===== src/rtl/mem_responder.sv =====
// Memory-side responder for the 8-bit RISC CPU bus: 32x8 synchronous array with
// registered reads, edge-triggered writes and a backdoor load port. Define
// MEM_RESPONDER_WPROT_EN to drop CPU writes at or below PROT_TOP.
module mem_responder #(
  parameter int AWIDTH   = 5,
  parameter int DWIDTH   = 8,
  parameter int DEPTH    = 32,
  parameter int PROT_TOP = 15
) (
  input  logic              clk,
  input  logic              rst_n,
  input  logic [AWIDTH-1:0] addr,
  input  logic              rd,
  input  logic              wr,
  input  logic              data_e,
  input  logic [DWIDTH-1:0] wdata,
  output logic [DWIDTH-1:0] rdata,
  output logic              rvalid,
  output logic              busy,
  output logic              err,
  input  logic              prog_we,
  input  logic [AWIDTH-1:0] prog_addr,
  input  logic [DWIDTH-1:0] prog_data
);

  typedef enum logic [1:0] {
    IDLE      = 2'd0,
    RD_DATA   = 2'd1,
    WR_COMMIT = 2'd2
  } state_e;

  localparam logic [AWIDTH-1:0] PROT_LIM = AWIDTH'(PROT_TOP);

  logic [DWIDTH-1:0] mem [DEPTH];

  state_e            state_q, state_d;
  logic              rd_q, wr_q;
  logic [DWIDTH-1:0] rdata_q;
  logic              rvalid_q, rvalid_d;
  logic              busy_q, busy_d;
  logic              err_q, err_d;

  logic              rd_rise, wr_rise;
  logic              wr_nodata, prog_bad, wr_blocked;
  logic              rd_load;
  logic              mem_we;
  logic [AWIDTH-1:0] mem_waddr;
  logic [DWIDTH-1:0] mem_wdata;

  assign rd_rise   = rd & ~rd_q;
  assign wr_rise   = wr & ~wr_q;
  assign wr_nodata = wr_rise & ~data_e;
  assign prog_bad  = prog_we & ((state_q != IDLE) | rd | wr);

`ifdef MEM_RESPONDER_WPROT_EN
  assign wr_blocked = (addr <= PROT_LIM);
`else
  logic unused_prot;
  assign wr_blocked  = 1'b0;
  assign unused_prot = ^PROT_LIM;
`endif

  always_comb begin
    state_d   = state_q;
    rvalid_d  = rvalid_q;
    busy_d    = busy_q;
    err_d     = err_q;
    rd_load   = 1'b0;
    mem_we    = 1'b0;
    mem_waddr = addr;
    mem_wdata = wdata;

    if ((rd & wr) | wr_nodata | prog_bad) begin
      err_d = 1'b1;
    end

    case (state_q)
      IDLE: begin
        if (rd_rise && !wr) begin
          state_d  = RD_DATA;
          rvalid_d = 1'b1;
          rd_load  = 1'b1;
        end else if (wr_rise && data_e && !rd) begin
          // A protected write still walks through WR_COMMIT so bus timing is unchanged.
          state_d = WR_COMMIT;
          busy_d  = 1'b1;
          if (wr_blocked) begin
            err_d = 1'b1;
          end else begin
            mem_we = 1'b1;
          end
        end else if (prog_we && !rd && !wr) begin
          mem_we    = 1'b1;
          mem_waddr = prog_addr;
          mem_wdata = prog_data;
        end
      end
      RD_DATA: begin
        if (!rd) begin
          state_d  = IDLE;
          rvalid_d = 1'b0;
        end
      end
      WR_COMMIT: begin
        state_d = IDLE;
        busy_d  = 1'b0;
      end
      default: begin
        state_d = IDLE;
      end
    endcase
  end

  // The array sits outside the reset branch: its contents survive rst_n, and a
  // write whose edge sees rst_n low is simply not taken.
  always_ff @(posedge clk or negedge rst_n) begin
    if (!rst_n) begin
      state_q  <= IDLE;
      rd_q     <= 1'b0;
      wr_q     <= 1'b0;
      rdata_q  <= '0;
      rvalid_q <= 1'b0;
      busy_q   <= 1'b0;
      err_q    <= 1'b0;
    end else begin
      state_q  <= state_d;
      rd_q     <= rd;
      wr_q     <= wr;
      rvalid_q <= rvalid_d;
      busy_q   <= busy_d;
      err_q    <= err_d;
      if (rd_load) begin
        rdata_q <= mem[addr];
      end
      if (mem_we) begin
        mem[mem_waddr] <= mem_wdata;
      end
    end
  end

  assign rdata  = rdata_q;
  assign rvalid = rvalid_q;
  assign busy   = busy_q;
  assign err    = err_q;

endmodule


===== config.mk =====
export PLATFORM = sky130hd
export DESIGN_NAME = mem_responder
export DESIGN_NICKNAME = d
export VERILOG_FILES = /design/src/rtl/mem_responder.sv
export SDC_FILE = /design/constraint.sdc
export NUM_CORES = 1
export LEC_CHECK = 0
export CAP_MARGIN = 25
export CORE_ASPECT_RATIO = 1.5
export CORE_MARGIN = 5
export CORE_UTILIZATION = 55
export CTS_CLUSTER_DIAMETER = 30
export DETAILED_ROUTE_END_ITERATION = 8
export PLACE_DENSITY_LB_ADDON = 0.1
export SLEW_MARGIN = 20
export SYNTH_ARGS = -nofsm -noshare
export SYNTH_HDL_FRONTEND = slang
export SYNTH_SLANG_ARGS = --single-unit

===== constraint.sdc =====
create_clock -name clk -period 6.26 [get_ports clk]
set_input_delay 0.626 -clock clk [delete_from_list [all_inputs] [get_ports clk]]
set_output_delay 0.626 -clock clk [all_outputs]
set_load 0.02 [all_outputs]

### After elaboration in Yosys (flattened, before gate mapping)

Memory sizes are Yosys's and may differ from the RTL's. A register that Yosys moved wholly into a read port is not among the register bits.
Index checks and enable logic that the tools add are counted.

| cells by class | value |
|---|---|
| bitwise operators | 12 |
| eq/ne operators | 7 |
| reductions and logical operators | 16 |
| mux-type cells | 26 |

Operators with widths:

| kind | number |
|---|---|
| $mux W8 | 4 |
| $mux W5 | 4 |
| $mux W1 | 12 |
| $ne A2 B2 Y1 const B | 4 |
| $logic_and A1 B1 Y1 | 6 |
| $mux W2 | 3 |
| $reduce_and A3 Y1 | 2 |
| $reduce_bool A2 Y1 | 3 |
| $and A1 B1 Y1 | 5 |
| $or A1 B1 Y1 | 4 |
| $pmux W1 S2 | 2 |
| $pmux W2 S2 | 1 |
| $logic_not A1 Y1 | 3 |
| $ne A3 B3 Y1 const B | 1 |
| $not A1 Y1 | 3 |
| $eq A2 B1 Y1 const B | 1 |
| $eq A2 B2 Y1 const B | 1 |
| $logic_not A2 Y1 | 1 |
| $reduce_and A2 Y1 | 1 |

| word-level totals | value |
|---|---|
| memories kept | 1 |
| bits in writable memories | 256 |
| bits in registers | 7 |
| bits of input ports | 32 |

Memories:

| name | words | bits a word | read ports | clocked after memory_dff | wr ports | line | text |
|---|---|---|---|---|---|---|---|
| mem | 32 | 8 | 1 | 1 | 1 | 34 | `logic [DWIDTH-1:0] mem [DEPTH];` |

### Longest topological paths before layout

| logic depth | value |
|---|---|
| word-level depth | 10 |
| mapped depth | 8 |
| mapped depth without buffers | 5 |

### Worst setup path before layout

OpenSTA, ideal clock, no wires.

| timing path | value |
|---|---|
| kind | in2reg |
| start point | input addr[0] |
| end point | memory mem[11][0] (enable) |
| stages | 7 |
| arrival time | 2.184 ns |
| buffers on the path | 5 |
| library setup time | 0.383 ns |
| path slack | 3.693 ns |
| cells stage by stage | buf_6 -> buf_12 -> buf_12 -> buf_4 -> mux2i_1 -> buf_2 -> nor3_1 |

| between the ends | value |
|---|---|
| cells in the longest elaborated chain, start to end | 4 |

Ends and longest elaborated chain:

| what | line | text |
|---|---|---|
| start, declared | 12 | `input logic [AWIDTH-1:0] addr,` |
| $mux W5 | 92 | `end else if (prog_we && !rd && !wr) begin` |
| $mux W5 | 83 | `end else if (wr_rise && data_e && !rd) begin` |
| $mux W5 | 79 | `if (rd_rise && !wr) begin` |
| $mux W5 (*) | 77 | `case (state_q)` |
| end, declared | 34 |  |

Every way passes the cells marked *; elsewhere a longest branch is shown, timed or not.

### Final worst setup path

| timing path | value |
|---|---|
| start point | input rd |
| end point | memory mem[12][7] (enable) |

| between the ends | value |
|---|---|
| cells in the longest elaborated chain, start to end | 10 |

Ends and longest elaborated chain:

| what | line | text |
|---|---|---|
| start, declared | 13 | `input logic rd,` |
| $logic_not A1 Y1 | n/a |  |
| $logic_and A1 B1 Y1 (2 in series) | 92 |  |
| $mux W1 | 92 |  |
| $mux W1 | 83 |  |
| $mux W1 | 79 |  |
| $mux W1 | 77 |  |
| $mux W1 | 135 | `if (mem_we) begin` |
| $logic_and A1 B1 Y1 (not written as such) | 136 | `mem[mem_waddr] <= mem_wdata;` |
| $mux W1 (not written as such) | 136 |  |

Several ways; a longest one is shown, not always the timed one.

==> impl_metrics.tcl <==
set metrics [dict create \
    crit_path_start "rd" \
    holdWs_ns 0.4761 \
    synth_top_family_by_area "multiplexers" \
    power_frac_seq_pct 49.1 \
    cts_max_path_buffers 3 \
    cts_sinks 271 \
    leakage_nw 4.446 \
    maxCapViolations 0 \
    synth_compound_area_share_pct 8.153 \
    viasPerCell 5.988 \
    root_buffer "clkbuf_16" \
    relSlewSlack_pct 28.20 \
    cts_hold_buffers 0 \
    r2r-end "mem[12][7]" \
    p_sw_mw 0.9436 \
    hold_end "err" \
    placementRows 63 \
    clkPwrFrac_pct 43.7 \
    post_cts_resized 0 \
    drt-wirelength-per-cell_um 24.26 \
    ys_warn_count 0 \
    synth_top_area_cell "edfxtp_1" \
    h-tree-depth 1 \
    cts_setup_buffers 0 \
    drive_gt1_share_pct 13.42 \
    synth_cells 655 \
    yosys-top-cells-area "edfxtp_1 69%, mux2i_1 12%, dfrtp_1 3.4%" \
    synth_edf_count 256 \
    fin_skew_ns 0.01707 \
    cts_tree "done" \
    cp.required_ns 6.45 \
    finalCritPeriodShare_pct 55.73 \
    worst_slew_pin_slew_ns 1.077 \
    slew_violations 0 \
    drtPass1Iterations 5 \
    start_util_pct 56.08 \
    clkTransAtPathRegs_ns 0.06 \
    r2r_slack_ns 2.99 \
    drtAntennaViolNets 0 \
    synth_cell_type_count 38 \
    hold_viol 0 \
    die_h_um 184.0 \
    die_w_um 126.0 \
    synth_fa_ha_area_share_pct 0 \
    grt_max_degree 71 \
    grt_antenna_before_repair 0 \
    r2r-start "state_q[1]" \
    setup-violations-final 0 \
    reg2reg_depth 7 \
    path_class "input pin to register" \
    synth_xor_area_share_pct 0 \
    cts_buffers 31 \
    vias 5928 \
    avgSynthCellArea_sq_um 16.94 \
    netlist.area_leader.share_pct 69.28 \
    cp_max_fo 27 \
    powerDensity_nw_per_um2 323.9 \
    synth_nets 687 \
    fp.dieArea_sq_um 23170 \
    coreArea_sq_um 19790 \
    grt_pass1_wl_um 36250 \
    rsz0062_at_grt "false" \
    nNetsFinal 738 \
    n_fill_cell 1404 \
    syn-cell-area_sq_um 11100 \
    syn_to_final_growth_pct 14.94 \
    synth-seq-cells 271 \
    routed_wl_um 24020 \
    numPortBuffers 42 \
    status "finished, final reports clean" \
    grt.total_usage_pct 20.79 \
    ys_seq_area_share_pct 72.67 \
    globalplace.congestion 0.8425 \
    fmax_ghz 0.2866 \
    swShare_pct 22.84 \
    hold_class "register to register" \
    drt-initial-drc-count 413 \
    p_int_mw 3.187 \
    min_from "err" \
    final.min_clock_period_ns 3.489 \
    p_comb_share_pct 7.2 \
    hold_path_depth 1 \
    async_flop_share_pct 5.535 \
    grt_pass1_vias 6177 \
    critPathArrivalTime_ns 3.67 \
    end_kind "register" \
    tns_ns 0 \
    start_kind "input pin" \
    antenna_cells 0 \
    grt_overflow_total 0 \
    ios 43 \
    clock_latency_ns 0.56 \
    peakVddDrop_v 0.0002901 \
    dpl.hpwl_um 15670 \
    ys.flop_type "edfxtp_1" \
    drc 0 \
    synth.area.mux_share_pct 12.54 \
    yosys.area_share.simple_pct 3.969 \
]
-- power by group through the flow --
| stage | registers (mW) | clock network, mW | logic (mW) |
|---|---|---|---|
| floorplan | 2.08 | 0 | 0.162 |
| global placement | 2.07 | 0 | 0.292 |
| detailed placement | 2.07 | 0 | 0.299 |
| CTS | 2.03 | 1.82 | 0.300 |
| global route | 2.03 | 1.91 | 0.319 |
| finish | 2.03 | 1.80 | 0.298 |
-- metrics by stage --
| stage | setup WS [ns] | instance area (sq um) | power [mW] | util [%] | cells |
|---|---|---|---|---|---|
| after floorplan | 3.693 | 11100 | 2.242 | - | 655 |
| after global placement | 2.416 | 11620 | 2.360 | 58.74 | 925 |
| after detailed placement | 2.253 | 11670 | 2.367 | 58.96 | 930 |
| after CTS | 2.841 | 12720 | 4.153 | 64.31 | 987 |
| after global routing | 2.567 | 12750 | 4.257 | 64.46 | 990 |
| final | 2.771 | 12750 | 4.131 | 64.46 | 990 |
-- cell usage in the layout, fill, tap and decap left out, types with 8 or more instances in the layout --
cell	synthesis	routed
nor2_1	33	32
edfxtp_1	256	256
nand2_1	16	16
nor3_1	19	14
a22oi_1	32	32
dfrtp_1	15	15
clkbuf_16	0	31
a21oi_1	22	22
o22ai_1	8	8
clkdlybuf4s50_1	0	41
a221oi_1	12	12
mux2i_1	130	130
o41ai_2	8	8
a22o_1	16	16
-- worst max-delay path, stage by stage --
cell	delay, ns
clkdlybuf4s50_1	0.62
nand3b_1	0.27
buf_4	0.34
mux2i_1	0.49
buf_4	0.28
nand3_1	0.34
nor2_1	0.69
-- final cells by class --
class | count | area, sq um | area share [%]
flip-flops and latches | 271 | 8063 | 63.22
multi-input cells | 341 | 2769 | 21.71
clock buffers | 33 | 783.3 | 6.141
repair buffers | 57 | 524.3 | 4.111
well taps | 260 | 325.3 | 2.551
clock inverters | 24 | 274.0 | 2.149
inverters | 4 | 15.01 | 0.1177
-- routing by layer --
layer / track usage (%) / vias up / wire length [um]
met1: 25.48 / 2944 / 9253
met2: 38.12 / 202 / 12830
li1: - / 2741 / -
met4: 5.968 / 0 / 607
met5: 0 / - / 0
met3: 3.227 / 41 / 1327
-- how the worst max path moves through the flow --
stage	end	slack, ns	cells past startpoint
floorplan	mem[11][0]	3.69	7
global placement	mem[12][1]	2.42	7
detailed placement	mem[22][2]	2.25	7
CTS	mem[22][1]	2.84	7
global route	mem[10][6]	2.57	8
finish	mem[12][7]	2.77	7
-- registers in the layout, indices dropped and copies added, names as in the netlist --
register  count
busy          1
err           1
mem         256
rd_q          1
rdata         8
rvalid        1
state_q       2
wr_q          1
-- cell usage after synthesis, drive strengths merged (4+ instances only) --
cell and n:
nand2 16, o22ai 8, a221oi 16, a21oi 22
mux2i 130, inv 4, a22o 16, clkbuf 13
o41ai 8, edfxtp 256, nor3 19, mux2 8
nand3b 5, buf 26, dfrtp 15, a22oi 32
nor2 33
-- logic make-up (layout without fill, tap and decap cells) --
group / after synthesis / after routing
AOI/OAI and AO/OA: 112 / 112
muxes: 138 / 138
and+or+nand+nor: 91 / 91
DFF: 271 / 271
buffers and inverters: 43 / 118
No activity file was read; power rests on OpenSTA's default activity.
